==> src/rtl/alu_exec_ctrl_if.sv <==
// Request/result bundle between ID/EX operand latch, the ALU execute stage and EX/MEM.
// Latency: none, wires only.
// Backpressure: in_ready / out_ready carry the stall in each direction.
interface alu_exec_ctrl_if #(
    parameter int WIDTH = 32
);
    logic             in_valid;
    logic             in_ready;
    logic [1:0]       aluop;
    logic [5:0]       funct;
    logic [WIDTH-1:0] a;
    logic [WIDTH-1:0] b;
    logic             out_valid;
    logic             out_ready;
    logic [2:0]       select;
    logic [WIDTH-1:0] result;
    logic [WIDTH-1:0] result_hi;
    logic             zero;
    logic             illegal;
    logic             busy;

    modport master (
        output in_valid, aluop, funct, a, b, out_ready,
        input  in_ready, out_valid, select, result, result_hi, zero, illegal, busy
    );

    modport slave (
        input  in_valid, aluop, funct, a, b, out_ready,
        output in_ready, out_valid, select, result, result_hi, zero, illegal, busy
    );
endinterface

==> src/rtl/alu_exec_ctrl.sv <==
// ALU control decode + execute with registered result and iterative shift-add MULTU.
// Latency: 1 cycle for single-cycle ops, WIDTH+1 edges for MULTU.
// Backpressure: in_ready drops while multiplying or while an unconsumed result is held.
module alu_exec_ctrl #(
    parameter int WIDTH  = 32,
    parameter bit MUL_EN = 1'b1
) (
    input  logic         clk,
    input  logic         rst_n,
    alu_exec_ctrl_if.slave bus
);
    localparam int CNT_W = $clog2(WIDTH + 1);

    localparam logic [2:0] SEL_AND = 3'b000;
    localparam logic [2:0] SEL_OR  = 3'b001;
    localparam logic [2:0] SEL_ADD = 3'b010;
    localparam logic [2:0] SEL_MUL = 3'b011;
    localparam logic [2:0] SEL_NOR = 3'b100;
    localparam logic [2:0] SEL_ILL = 3'b101;
    localparam logic [2:0] SEL_SUB = 3'b110;
    localparam logic [2:0] SEL_SLT = 3'b111;

    typedef enum logic {IDLE, MUL} state_t;

    state_t             state, state_nxt;
    logic [CNT_W-1:0]   cnt;
    logic [2*WIDTH-1:0] acc, acc_nxt, a_sh;
    logic [WIDTH-1:0]   b_sh;
    logic [2:0]         dec_sel;
    logic               dec_ill, dec_mul;
    logic [WIDTH-1:0]   alu_res;
    logic               accept, mul_done;

    assign bus.in_ready = (state == IDLE) && (!bus.out_valid || bus.out_ready);
    assign bus.busy     = (state == MUL);
    assign accept       = bus.in_valid && bus.in_ready;
    // Last shift-add step: its partial sum is the finished product.
    assign mul_done     = (state == MUL) && (cnt == CNT_W'(1));
    assign acc_nxt      = b_sh[0] ? acc + a_sh : acc;

    // Decode aluop/funct into the select code; anything unknown is the illegal path.
    always_comb begin
        dec_sel = SEL_ILL;
        dec_ill = 1'b1;
        dec_mul = 1'b0;
        case (bus.aluop)
            2'b00: begin dec_sel = SEL_ADD; dec_ill = 1'b0; end
            2'b01: begin dec_sel = SEL_SUB; dec_ill = 1'b0; end
            2'b10: begin
                case (bus.funct)
                    6'b100000: begin dec_sel = SEL_ADD; dec_ill = 1'b0; end
                    6'b100010: begin dec_sel = SEL_SUB; dec_ill = 1'b0; end
                    6'b100100: begin dec_sel = SEL_AND; dec_ill = 1'b0; end
                    6'b100101: begin dec_sel = SEL_OR;  dec_ill = 1'b0; end
                    6'b101010: begin dec_sel = SEL_SLT; dec_ill = 1'b0; end
                    6'b100111: begin dec_sel = SEL_NOR; dec_ill = 1'b0; end
                    6'b011001: begin
                        if (MUL_EN) begin
                            dec_sel = SEL_MUL;
                            dec_ill = 1'b0;
                            dec_mul = 1'b1;
                        end
                    end
                    default: ;
                endcase
            end
            default: ;
        endcase
    end

    // Single-cycle datapath; illegal and multiply selects yield zero here.
    always_comb begin
        alu_res = '0;
        case (dec_sel)
            SEL_AND: alu_res = bus.a & bus.b;
            SEL_OR:  alu_res = bus.a | bus.b;
            SEL_ADD: alu_res = bus.a + bus.b;
            SEL_SUB: alu_res = bus.a - bus.b;
            SEL_NOR: alu_res = ~(bus.a | bus.b);
            SEL_SLT: alu_res = {{(WIDTH-1){1'b0}}, ($signed(bus.a) < $signed(bus.b))};
            default: alu_res = '0;
        endcase
    end

    // State register.
    always_ff @(posedge clk or negedge rst_n) begin
        if (!rst_n) state <= IDLE;
        else        state <= state_nxt;
    end

    // Next state: enter MUL on a multiply accept, return after the last step.
    always_comb begin
        state_nxt = state;
        case (state)
            IDLE:    if (accept && dec_mul) state_nxt = MUL;
            MUL:     if (mul_done)          state_nxt = IDLE;
            default: state_nxt = IDLE;
        endcase
    end

    // Shift-add multiplier: latch operands on accept, one partial product per cycle.
    always_ff @(posedge clk or negedge rst_n) begin
        if (!rst_n) begin
            cnt  <= '0;
            acc  <= '0;
            a_sh <= '0;
            b_sh <= '0;
        end else if (state == IDLE) begin
            if (accept && dec_mul) begin
                a_sh <= {{WIDTH{1'b0}}, bus.a};
                b_sh <= bus.b;
                acc  <= '0;
                cnt  <= CNT_W'(WIDTH);
            end
        end else begin
            acc  <= acc_nxt;
            a_sh <= a_sh << 1;
            b_sh <= b_sh >> 1;
            cnt  <= cnt - CNT_W'(1);
        end
    end

    // Output slot: loaded by multiply completion or single-cycle accept, freed by out_ready.
    always_ff @(posedge clk or negedge rst_n) begin
        if (!rst_n) begin
            bus.out_valid <= 1'b0;
            bus.select    <= 3'b000;
            bus.result    <= '0;
            bus.result_hi <= '0;
            bus.zero      <= 1'b0;
            bus.illegal   <= 1'b0;
        end else if (mul_done) begin
            bus.out_valid <= 1'b1;
            bus.select    <= SEL_MUL;
            bus.result    <= acc_nxt[WIDTH-1:0];
            bus.result_hi <= acc_nxt[2*WIDTH-1:WIDTH];
            bus.zero      <= (acc_nxt[WIDTH-1:0] == '0);
            bus.illegal   <= 1'b0;
        end else if (accept && !dec_mul) begin
            bus.out_valid <= 1'b1;
            bus.select    <= dec_sel;
            bus.result    <= alu_res;
            bus.result_hi <= '0;
            bus.zero      <= (alu_res == '0);
            bus.illegal   <= dec_ill;
        end else if (bus.out_ready) begin
            bus.out_valid <= 1'b0;
        end
    end
endmodule

==> src/flat_wrapper.sv <==
// flat-port wrapper written by rule: the top's interface ports become plain ports
module alu_exec_ctrl_flat 
#(
    parameter int WIDTH  = 32,
    parameter bit MUL_EN = 1'b1
)
  (clk, rst_n, bus_in_valid, bus_aluop, bus_funct, bus_a, bus_b, bus_out_ready, bus_in_ready, bus_out_valid, bus_select, bus_result, bus_result_hi, bus_zero, bus_illegal, bus_busy);
  alu_exec_ctrl_if #(.WIDTH(WIDTH)) bus_i ();
  input  logic clk;
  input  logic rst_n;
  input wire logic [$bits(bus_i.in_valid)-1:0] bus_in_valid;
  input wire logic [$bits(bus_i.aluop)-1:0] bus_aluop;
  input wire logic [$bits(bus_i.funct)-1:0] bus_funct;
  input wire logic [$bits(bus_i.a)-1:0] bus_a;
  input wire logic [$bits(bus_i.b)-1:0] bus_b;
  input wire logic [$bits(bus_i.out_ready)-1:0] bus_out_ready;
  output wire logic [$bits(bus_i.in_ready)-1:0] bus_in_ready;
  output wire logic [$bits(bus_i.out_valid)-1:0] bus_out_valid;
  output wire logic [$bits(bus_i.select)-1:0] bus_select;
  output wire logic [$bits(bus_i.result)-1:0] bus_result;
  output wire logic [$bits(bus_i.result_hi)-1:0] bus_result_hi;
  output wire logic [$bits(bus_i.zero)-1:0] bus_zero;
  output wire logic [$bits(bus_i.illegal)-1:0] bus_illegal;
  output wire logic [$bits(bus_i.busy)-1:0] bus_busy;
  assign bus_i.in_valid = bus_in_valid;
  assign bus_i.aluop = bus_aluop;
  assign bus_i.funct = bus_funct;
  assign bus_i.a = bus_a;
  assign bus_i.b = bus_b;
  assign bus_i.out_ready = bus_out_ready;
  assign bus_in_ready = bus_i.in_ready;
  assign bus_out_valid = bus_i.out_valid;
  assign bus_select = bus_i.select;
  assign bus_result = bus_i.result;
  assign bus_result_hi = bus_i.result_hi;
  assign bus_zero = bus_i.zero;
  assign bus_illegal = bus_i.illegal;
  assign bus_busy = bus_i.busy;
  alu_exec_ctrl #(.WIDTH(WIDTH), .MUL_EN(MUL_EN)) u_core (.clk(clk), .rst_n(rst_n), .bus(bus_i));
endmodule
==> config.mk <==
export PLATFORM = sky130hd
export DESIGN_NAME = alu_exec_ctrl_flat
export DESIGN_NICKNAME = d
export VERILOG_FILES = /design/src/rtl/alu_exec_ctrl_if.sv /design/src/rtl/alu_exec_ctrl.sv /design/src/flat_wrapper.sv
export SDC_FILE = /design/constraint.sdc
export NUM_CORES = 1
export LEC_CHECK = 0
export ABC_AREA = 1
export BUFFER_PORTS_ARGS = -buffer_cell sky130_fd_sc_hd__buf_2
export CORE_MARGIN = 2
export CORE_UTILIZATION = 45
export DETAILED_ROUTE_END_ITERATION = 10
export PLACE_DENSITY = 0.61
export SLEW_MARGIN = 25
export SYNTH_ARGS = -nofsm -noshare
export SYNTH_HDL_FRONTEND = slang
export SYNTH_SLANG_ARGS = --single-unit
==> constraint.sdc <==
create_clock -name clk -period 3.67 [get_ports clk]
set_input_delay 0.734 -clock clk [delete_from_list [all_inputs] [get_ports clk]]
set_output_delay 0.734 -clock clk [all_outputs]
set_load 0.01 [all_outputs]
==> metrics <==
clock tree buffer depth=3; met2 usage=52.6%; Die X-Extent=221 microns; via count=23400; Net count, final=3763; Die H=221 microns; postcts setup bufs=0; top cells by area, synth=dfrtp_1 (28%), nand2_1 (16%), inv_1 (9.7%), ha_1 (9.5%), nor2_1 (6.8%); initial antenna violation count=6; most frequent cell after synthesis=nand2_1; largest net degree at the start of global routing=74; Logic pwr share=61.1%; Max H-tree Level=1; final setup violation count=0; crit share post-route=92.6%; Critical Path End Type=flip-flop; WL final=85100 microns; final HPWL from detailed placement=68400 microns; top post-synthesis cells by count=nand2_1 (912), inv_1 (543), nor2_1 (383); DIE AREA=48700 sq um; Seq pwr share=23.1%; Final Worst Setup Slack=0.271 ns; total global-route track usage=34.7%; vias in the first global route=21900; Yosys top cell area share=28.1%; Max stage delay on crit path=0.49 ns; Worst setup SP type=input pin; Post-synth EDFFs=0; final core utilization=52.4%; Worst Hold Class=in2async; WP data arrival=3.89 ns; async set-or-reset flop fraction in the synthesized netlist=100%; Overflow after GRT=0; status=finished clean; Routability Congestion=1.03; TritonCTS clock tree=yes; Core Area=46500 sq um; GR peak layer=met2; Top delay family on crit path=simple AND/OR/NAND/NOR gates; drt pass-1 iters=6; Final Skew=0.0189 ns; Crit path top cell by count=nand2_1; DRT iter0 DRCs=2447; peak supply drop=0.000493 V; total power=0.0193 W; Netlist cell types=51; power share of the clock group=15.8%; area grow syn2layout=15.3%; worst slack, placed=-0.175 ns; sequential share of the synthesized area=28.1%; Via density=5.64; fmax=294 MHz; Mapped Cells=3308; CTS clk-pin slew, worst paths=0.06 ns; PwrDens=791 nW/um^2; mean post-synth cell area=6.38 sq um; post-route minimum period=3.40 ns; number of max-cap violations=0; dominant synthesized flop cell=dfrtp_1; synthesized area=21100 sq um; WL/cell=20.5 microns; P_sw=0.00993 W; Req. time, crit path=4.17 ns; synthesized flop and latch total=237; DRC Markers=0; row count=79; cell taking the most area after synthesis=dfrtp_1; Leakage=13.2 nW; crit-path cells=buf_2 -> inv_1 -> ha_1 -> nand2_1 -> nor2_1 -> nand2_1 -> nand3_2 -> nand2_1 -> nand2_1 -> nand2_1 -> nand2_1 -> nor2_1 -> o21ai_1 -> nand3_1 -> nor2_1 -> nand2_1 -> nor2_1 -> nand2_1 -> nor2_1 -> nand2_1 -> a21oi_2; RSZ-0062 raised after global routing=false; Sw Share=51.6%; Final Hold Viols=0; IO Count=148; Syn Nets=3548; hold slack=0.0869 ns; CP Max Fanout=8; Post-Route Setup TNS=0 ns; met1 Track Usage GR=50.8%; initial core utilization=45.4%; post-route ant nets=0; met3 Use GR=6.06%; Skew-Pair Late Insertion Delay=0.57 ns; clk root buf=clkbuf_16; final-report max-slew violation count=0; first-pass GRT wire length=129000 microns; Slew @ Worst Pin=0.949 ns; Buf/Inv on CP=2; Cell Int Power=0.00933 W; WS Path Type=in2reg; CP max stage cell=ha_1; Port Buf Inserts=147; Clock Sinks=237; total CTS buffers=29; Max-slew headroom=36.7%; Synth warnings=0; layout cells sized above 1=10.8%
-- power groups by stage --
stage	Combinational, W	Sequential, W	Clock, W
final	0.0118	0.00445	0.00304
after global placement	0.0113	0.00441	0
after global routing	0.0132	0.00453	0.00320
after detailed placement	0.0115	0.00444	0
after CTS	0.0115	0.00441	0.00308
after floorplan	0.00816	0.00410	0
-- layout make-up --
class | instances | area (sq um)
fillers | 4815 | 22100
multi-input cells | 2416 | 12600
flip-flops and latches | 237 | 5930
inverters | 547 | 2060
repair buffers | 292 | 1950
clock buffers | 38 | 779
well taps | 607 | 759
clock inverters | 15 | 210
diodes | 6 | 15.0
-- placed cells by master (no fill, tap or decap), drive strengths merged, types with 2 or more instances in the layout --
cell type	n
o211ai	12
nor3	34
nor2	389
dfrtp	237
inv	547
nand3b	15
a22o	2
nor3b	2
o21ai	157
and2	4
nand4	37
a31oi	12
o221ai	27
clkbuf	38
nand2	921
xor2	40
a221oi	16
or2	8
ha	161
clkinv	9
diode	6
nand3	242
o31a	2
fa	3
bufinv	5
a32o	2
a21oi	152
xnor2	13
a21o	10
a21boi	2
o21a	8
o22ai	120
o21bai	18
buf	292
-- routing by layer --
| layer | wire, microns | vias to the layer above |
|---|---|---|
| li1 | - | 11100 |
| met1 | 38900 | 11100 |
| met2 | 35900 | 1066 |
| met3 | 8070 | 138 |
| met4 | 2260 | 2 |
| met5 | 13 | - |
-- repair_timing --
item / CTS / global route
hold buffers: 0 / 0
endpoints found under the setup margin: 0 / 2
gates resized for setup: 0 / 1
-- kinds of logic after synthesis --
kind of cell / count (synthesis) / synth area share [%]
XOR/XNOR: 53 / 2.20
flip-flops: 237 / 28.1
AND/OR/NAND/NOR: 1653 / 32.4
AO/OA/AOI/OAI: 546 / 15.4
buffers and inverters: 655 / 12.1
adder cells (fa/ha/maj): 164 / 9.83
-- state kept, by name (all words and copies together) (netlist names) --
name	count
u_core.bus.out_valid	1
u_core.bus.select	3
u_core.b_sh	32
u_core.bus.busy	1
u_core.cnt	6
u_core.a_sh	64
u_core.bus.result_hi	32
u_core.bus.illegal	1
u_core.bus.zero	1
u_core.acc	64
u_core.bus.result	32
-- final timing paths --
kind | startpoint | endpoint | slack (ns) | cells after the start
worst max register to register | u_core.a_sh[0] | u_core.bus.result_hi[26] | 0.27 | 20
max in group asynchronous | rst_n | u_core.b_sh[1] | 2.72 | 2
worst min-delay path | rst_n | u_core.bus.result[8] | 0.09 | 1
worst min register to register | u_core.bus.result_hi[25] | u_core.bus.result_hi[25] | 0.47 | 2
min in group clk | bus_out_ready | u_core.bus.out_valid | 0.36 | 2
worst max-delay path | bus_b[2] | u_core.bus.zero | 0.27 | 21
-- stage by stage --
step / cell area (sq um) / instances
floorplan: 21100 / 3308
global placement: 23300 / 4099
detailed placement: 23300 / 4099
CTS: 24300 / 4152
global route: 24300 / 4157
finish: 24300 / 4158
Note: power is estimated with default switching activity, not from simulation.
